$ cat src/rtl/uart_tx_sched.sv
// uart_tx_sched: shares one UART transmit line among NUM_REQ byte requesters.
// A rotating-priority arbiter picks one pending requester, latches its byte
// (plus optional parity) and serialises start, data LSB-first, parity, stop.
module uart_tx_sched #(
  parameter int NUM_REQ = 4,   // 2..8
  parameter int CLK_DIV = 16,  // clk cycles per UART bit, >= 2
  parameter int PAR_EN  = 1    // 1: frame carries a parity bit
) (
  input  logic                 clk,
  input  logic                 reset,    // asynchronous, active-low
  input  logic [NUM_REQ-1:0]   req,
  input  logic [8*NUM_REQ-1:0] data,
  input  logic                 p_sel,    // 0: even parity, 1: odd parity
  output logic [NUM_REQ-1:0]   ack,
  output logic [2:0]           grant_id,
  output logic                 busy,
  output logic                 tx
);

  localparam int FRAME_BITS = 10 + PAR_EN;
  // The start bit is driven directly at grant, so only the rest is stored.
  localparam int PAY_W      = FRAME_BITS - 1;
  localparam int BAUD_W     = $clog2(CLK_DIV);
  localparam int ID_W       = $clog2(NUM_REQ);

  typedef enum logic {IDLE, SEND} state_e;

  state_e              state_q;
  logic [BAUD_W-1:0]   baud_q;
  logic [3:0]          bit_q;
  logic [PAY_W-1:0]    shift_q;
  logic [ID_W-1:0]     last_q;
  logic [NUM_REQ-1:0]  ack_q;
  logic [2:0]          grant_q;
  logic                busy_q;
  logic                tx_q;

  logic                win_found;
  logic [ID_W-1:0]     win_idx;
  logic [ID_W:0]       scan;
  logic [7:0]          sel_byte;
  logic                par;
  logic [PAY_W-1:0]    payload;

  // Rotating-priority search: first pending request after the last grant.
  always_comb begin
    // NOTE: every variable gets a default before any conditional assignment,
    // otherwise a path that skips the write infers a latch.
    win_found = 1'b0;
    win_idx   = '0;
    scan      = '0;
    for (int i = 1; i <= NUM_REQ; i++) begin
      scan = {1'b0, last_q} + (ID_W+1)'(i);
      if (scan >= (ID_W+1)'(NUM_REQ)) scan = scan - (ID_W+1)'(NUM_REQ);
      if (!win_found && req[scan[ID_W-1:0]]) begin
        win_found = 1'b1;
        win_idx   = scan[ID_W-1:0];
      end
    end
  end

  assign sel_byte = data[{win_idx, 3'b000} +: 8];
  assign par      = p_sel ? ~^sel_byte : ^sel_byte;

  generate
    if (PAR_EN != 0) begin : g_par
      assign payload = {1'b1, par, sel_byte};
    end else begin : g_nopar
      assign payload = {1'b1, sel_byte};
    end
  endgenerate

  // Scheduler / serialiser FSM with registered outputs.
  always_ff @(posedge clk or negedge reset) begin
    if (!reset) begin
      state_q <= IDLE;
      baud_q  <= '0;
      bit_q   <= '0;
      shift_q <= '1;
      last_q  <= ID_W'(NUM_REQ - 1);
      ack_q   <= '0;
      grant_q <= '0;
      busy_q  <= 1'b0;
      tx_q    <= 1'b1;
    end else begin
      // NOTE: non-blocking assignments so every register updates from the
      // values held before this edge, independent of statement order.
      ack_q <= '0;
      case (state_q)
        IDLE: begin
          tx_q   <= 1'b1;
          busy_q <= 1'b0;
          if (win_found) begin
            shift_q <= payload;
            last_q  <= win_idx;
            grant_q <= 3'(win_idx);
            ack_q   <= {{(NUM_REQ-1){1'b0}}, 1'b1} << win_idx;
            busy_q  <= 1'b1;
            tx_q    <= 1'b0;
            baud_q  <= '0;
            bit_q   <= '0;
            state_q <= SEND;
          end
        end
        SEND: begin
          if (baud_q == BAUD_W'(CLK_DIV - 1)) begin
            baud_q <= '0;
            if (bit_q == 4'(FRAME_BITS - 1)) begin
              // Stop bit has been held a full bit time.
              state_q <= IDLE;
              busy_q  <= 1'b0;
              tx_q    <= 1'b1;
              bit_q   <= '0;
            end else begin
              bit_q   <= bit_q + 4'd1;
              tx_q    <= shift_q[0];
              shift_q <= {1'b1, shift_q[PAY_W-1:1]};
            end
          end else begin
            baud_q <= baud_q + BAUD_W'(1);
          end
        end
        default: state_q <= IDLE;
      endcase
    end
  end

  assign ack      = ack_q;
  assign grant_id = grant_q;
  assign busy     = busy_q;
  assign tx       = tx_q;

endmodule

$ cat config.mk
export PLATFORM = sky130hd
export DESIGN_NAME = uart_tx_sched
export DESIGN_NICKNAME = d
export VERILOG_FILES = /design/src/rtl/uart_tx_sched.sv
export SDC_FILE = /design/constraint.sdc
export NUM_CORES = 1
export LEC_CHECK = 0
export ABC_AREA = 1
export CORE_ASPECT_RATIO = 1.2
export CORE_MARGIN = 2
export CORE_UTILIZATION = 47
export CTS_CLUSTER_SIZE = 28
export DETAILED_ROUTE_END_ITERATION = 12
export PLACE_DENSITY = 0.78
export RECOVER_POWER = 25
export SETUP_SLACK_MARGIN = 0.2
export SLEW_MARGIN = 40
export SYNTH_ARGS = -nofsm -noshare
export SYNTH_HDL_FRONTEND = slang
export SYNTH_SLANG_ARGS = --single-unit
$ cat constraint.sdc
create_clock -name clk -period 2.2 [get_ports clk]
set_input_delay 0.66 -clock clk [delete_from_list [all_inputs] [get_ports clk]]
set_output_delay 0.66 -clock clk [all_outputs]
set_load 0.03 [all_outputs]
==> impl_metrics.toml <==
[critical_path]
crit_buf_inv = 4
end_kind = "flip-flop"
critPathSlowestCell = "dfstp_2"
crit_path_max_fanout = 9
cp_common_cell = "nand2_1"
crit_type = "flip-flop to flip-flop"
path_delay_family = "simple AND/OR/NAND/NOR gates"
required_ns = 2.43
crit_chain = "buf_12 > nand2_1 > nand2_2 > nand2_2 > nand2_4 > clkinvlp_4 > nand2_4 > nand2_8 > nand2_8 > nand3_2 > nand2_1 > nand2_1 > nand2_2 > nand2_1 > nand2_1 > nand2_1 > nand2_2 > inv_2 > nand2_1 > nand3b_1 > nand3_1 > nand2_1 > inv_1"
r2r_slack_ns = -0.36
slowest_delay_ns = 0.57
arrival_ns = 2.78
cp-start-kind = "flip-flop"

[floorplan]
die_h_microns = 81.23
die_x_microns = 68.36
dieArea_sq_mm = 0.005552
core_sq_mm = 0.004870
initial_core_util = 0.4797
fp-row-count = 28
ios = 48

[clock_network]
numCtsBuffers = 3
clock_path_buffers = 2
htree_levels = 1
insertion_delay_ns = 0.27
cts_tree = "done"
path_clk_slew_ns = 0.09
cts-root-buf = "clkbuf_8"
cts_hold_buffers = 0
clkSinkCount = 28

[layout]
final-seq-area_sq_um = 715.7
drive_above_1_share = 0.2607
multi_input_area_sq_mm = 0.001595
nets = 488
fin_util = 0.7030
area_growth_pct = 46.55
insertedDiodeCount = 0
fill_cells = 391

[global_route]
grt_max_degree = 29
grt_pass1_wl_microns = 10470
grt_pass1_vias = 2575
antenna_found_initial = 0
grt_usage = 0.2418
overflow = 0

[timing]
hold_violations = 0
fin_skew_ns = 0.001580
slew_headroom = 0.5529
maxSlewViolCount = 0
fin_crit_sh = 1.163
setup_ws_ns = -0.3583
tightest_slew_ns = 0.6706
setup_violations = 15
period_minus_slack_ns = 2.558
rsz0062_at_grt = "yes"
max_freq_mhz = 390.9

[drt]
num_vias = 2704
antenna_left = 0
wl_microns = 6545
wire_per_inst_microns = 12.96
drc = 0
drtIter0Drc = 153
via_per_inst = 5.354
drt-pass1-iter-count = 5

[outcome]
status = "complete, but fails checks"
violations = "negative setup slack"

[job]
drv_cap = 0

[power]
ir_worst_vdd_mv = 0.4981
p_leak_nw = 1.779
p_clk_frac = 0.301
pwr-share-seq = 0.390
pwr-share-comb = 0.309
switching_power_mw = 0.3775
power_density_mw_per_mm2 = 386.1
netSwitchingFraction = 0.2856
internal_power_mw = 0.9442

[synth]
synth-seq-cells = 28
syn_nets = 411
syn-cell-area_sq_mm = 0.002336
synth.avg_cell_area_sq_um = 6.331
yosysSeqAreaShare = 0.3064
syn-instance-count = 369
yosysUniqueCellTypes = 32
yosys_warnings = 0

[placed_design]
place_ws_ns = -0.8149
gp_congestion = 0.8251
dp_hpwl_microns = 4342
port_buffers = 46

[worst_hold_path]
hp-class = "flip-flop to flip-flop"
## tightest hold or removal path, cell delays in order, from the launching register on
cell and delay [ns]:
dfrtp_1 0.35, nand2_1 0.05, nand2_1 0.06
## per-stage QoR
stage               instance area, sq um  hold WS (ns)  TNS (ns)  std cells  total power [mW]
global route                        3423        0.5152    -4.638        505             1.400
CTS                                 3264        0.4984   -0.9099        503             1.304
detailed placement                  3064        0.4715    -9.298        494            0.8822
floorplan                           2362        0.3644  -0.06430        369            0.7364
finish                              3423        0.4957    -2.015        505             1.322
global placement                    3064        0.4745    -8.146        494            0.8733
## layout by cell type, fill, tap and decap left out, types with 3 or more instances in the layout
| master | netlist | routed |
|---|---|---|
| nand2_1 | 148 | 122 |
| nand3_1 | 62 | 54 |
| inv_1 | 38 | 37 |
| clkdlybuf4s50_1 | 0 | 36 |
| nand2_2 | 6 | 28 |
| buf_4 | 3 | 26 |
| a21oi_1 | 20 | 19 |
| dfrtp_1 | 16 | 16 |
| nor2_1 | 14 | 12 |
| dfstp_2 | 12 | 12 |
| inv_2 | 8 | 8 |
| nand3_4 | 2 | 6 |
| nand3_2 | 0 | 6 |
| o21ai_0 | 6 | 6 |
| dlygate4sd2_1 | 0 | 5 |
| nand2_4 | 2 | 4 |
| nand2_8 | 0 | 4 |
| nand3b_1 | 4 | 4 |
| dlymetal6s2s_1 | 0 | 4 |
| nor3_1 | 3 | 3 |
| ha_1 | 3 | 3 |
| clkbuf_8 | 0 | 3 |
| buf_12 | 0 | 3 |
| buf_6 | 6 | 3 |
## state kept, by name, indices dropped and copies added (netlist names)
signal	flops
ack	4
baud_q	4
bit_q	4
busy	1
grant_id	2
last_q	2
shift_q	9
state_q	1
tx	1
## area by class of cell
cell class              count  share of cell area
clock inverters             1            0.008772
well taps                  60             0.02193
inverters                  47             0.05263
flip-flops and latches     28              0.2091
clock buffers               3             0.01206
repair buffers             80              0.2295
multi-input cells         286              0.4660
## worst paths after layout
| kind | from | endpoint | cells after the start |
|---|---|---|---|
| setup reg to reg | last_q[0]$_DFFE_PN1P_ | shift_q[8]$_DFFE_PN1P_ | 23 |
| max in group asynchronous | reset | ack[2]$_DFF_PN0_ | 2 |
| min in group asynchronous | reset | ack[3]$_DFF_PN0_ | 2 |
| setup / recovery | last_q[0]$_DFFE_PN1P_ | shift_q[8]$_DFFE_PN1P_ | 23 |
| hold reg to reg | grant_id[0]$_DFFE_PN0P_ | grant_id[0]$_DFFE_PN0P_ | 2 |
| hold / removal | grant_id[0]$_DFFE_PN0P_ | grant_id[0]$_DFFE_PN0P_ | 2 |
## kinds of logic after synthesis
kind of cell               Yosys count  share of synthesized area
and+or+nand+nor                    243                     0.4644
buffers and inverters               59                     0.1200
AOI/OAI and AO/OA                   34                    0.08785
DFF                                 28                     0.3064
adders and majority gates            3                    0.01607
xor gates and xnor gates             1                   0.003750
other                                1                   0.001605
## timing repair
action,CTS,global route
pin swaps,15,14
setup buffers,0,2
endpoints found under the setup margin,27,32
gates resized for setup,25,36
cloned,5,0
## power by group through the flow
stage          Clock [mW]  Sequential (mW)  Combinational [mW]
2_1_floorplan           0            0.525               0.212
3_3_place_gp            0            0.525               0.349
3_5_place_dp            0            0.525               0.358
4_1_cts             0.410            0.516               0.379
5_1_grt             0.437            0.516               0.448
6_report            0.398            0.515               0.409
## per-layer routing
metal  GRT usage  vias up  part of all wire
li1            -     1334                 -
met1      0.2772     1261              0.39
met2      0.4447       97              0.54
met3     0.04432       12             0.054
met4     0.07400        0             0.012
met5           0        -                 0
## cells in the mapped netlist
cell | instances | area share
a211oi_1 | 1 | 0.0032
a21oi_1 | 20 | 0.043
a21oi_4 | 1 | 0.0070
a22o_1 | 1 | 0.0038
buf_2 | 2 | 0.0043
buf_4 | 3 | 0.0096
buf_6 | 6 | 0.029
clkbuf_1 | 1 | 0.0016
clkinv_1 | 1 | 0.0016
conb_1 | 1 | 0.0016
dfrtp_1 | 16 | 0.17
dfstp_2 | 12 | 0.13
ha_1 | 3 | 0.016
inv_1 | 38 | 0.061
inv_2 | 8 | 0.013
nand2_1 | 148 | 0.24
nand2_2 | 6 | 0.016
nand2_4 | 2 | 0.0096
nand3_1 | 62 | 0.13
nand3_4 | 2 | 0.015
nand3b_1 | 4 | 0.013
nor2_1 | 14 | 0.022
nor2_8 | 1 | 0.0086
nor3_1 | 3 | 0.0064
o21a_1 | 1 | 0.0032
o21ai_0 | 6 | 0.013
o21ai_1 | 1 | 0.0021
o21ai_4 | 1 | 0.0070
o22ai_1 | 1 | 0.0027
o31ai_1 | 1 | 0.0032
or2_2 | 1 | 0.0027
xor2_1 | 1 | 0.0038
(Power assumes the default switching activity.)
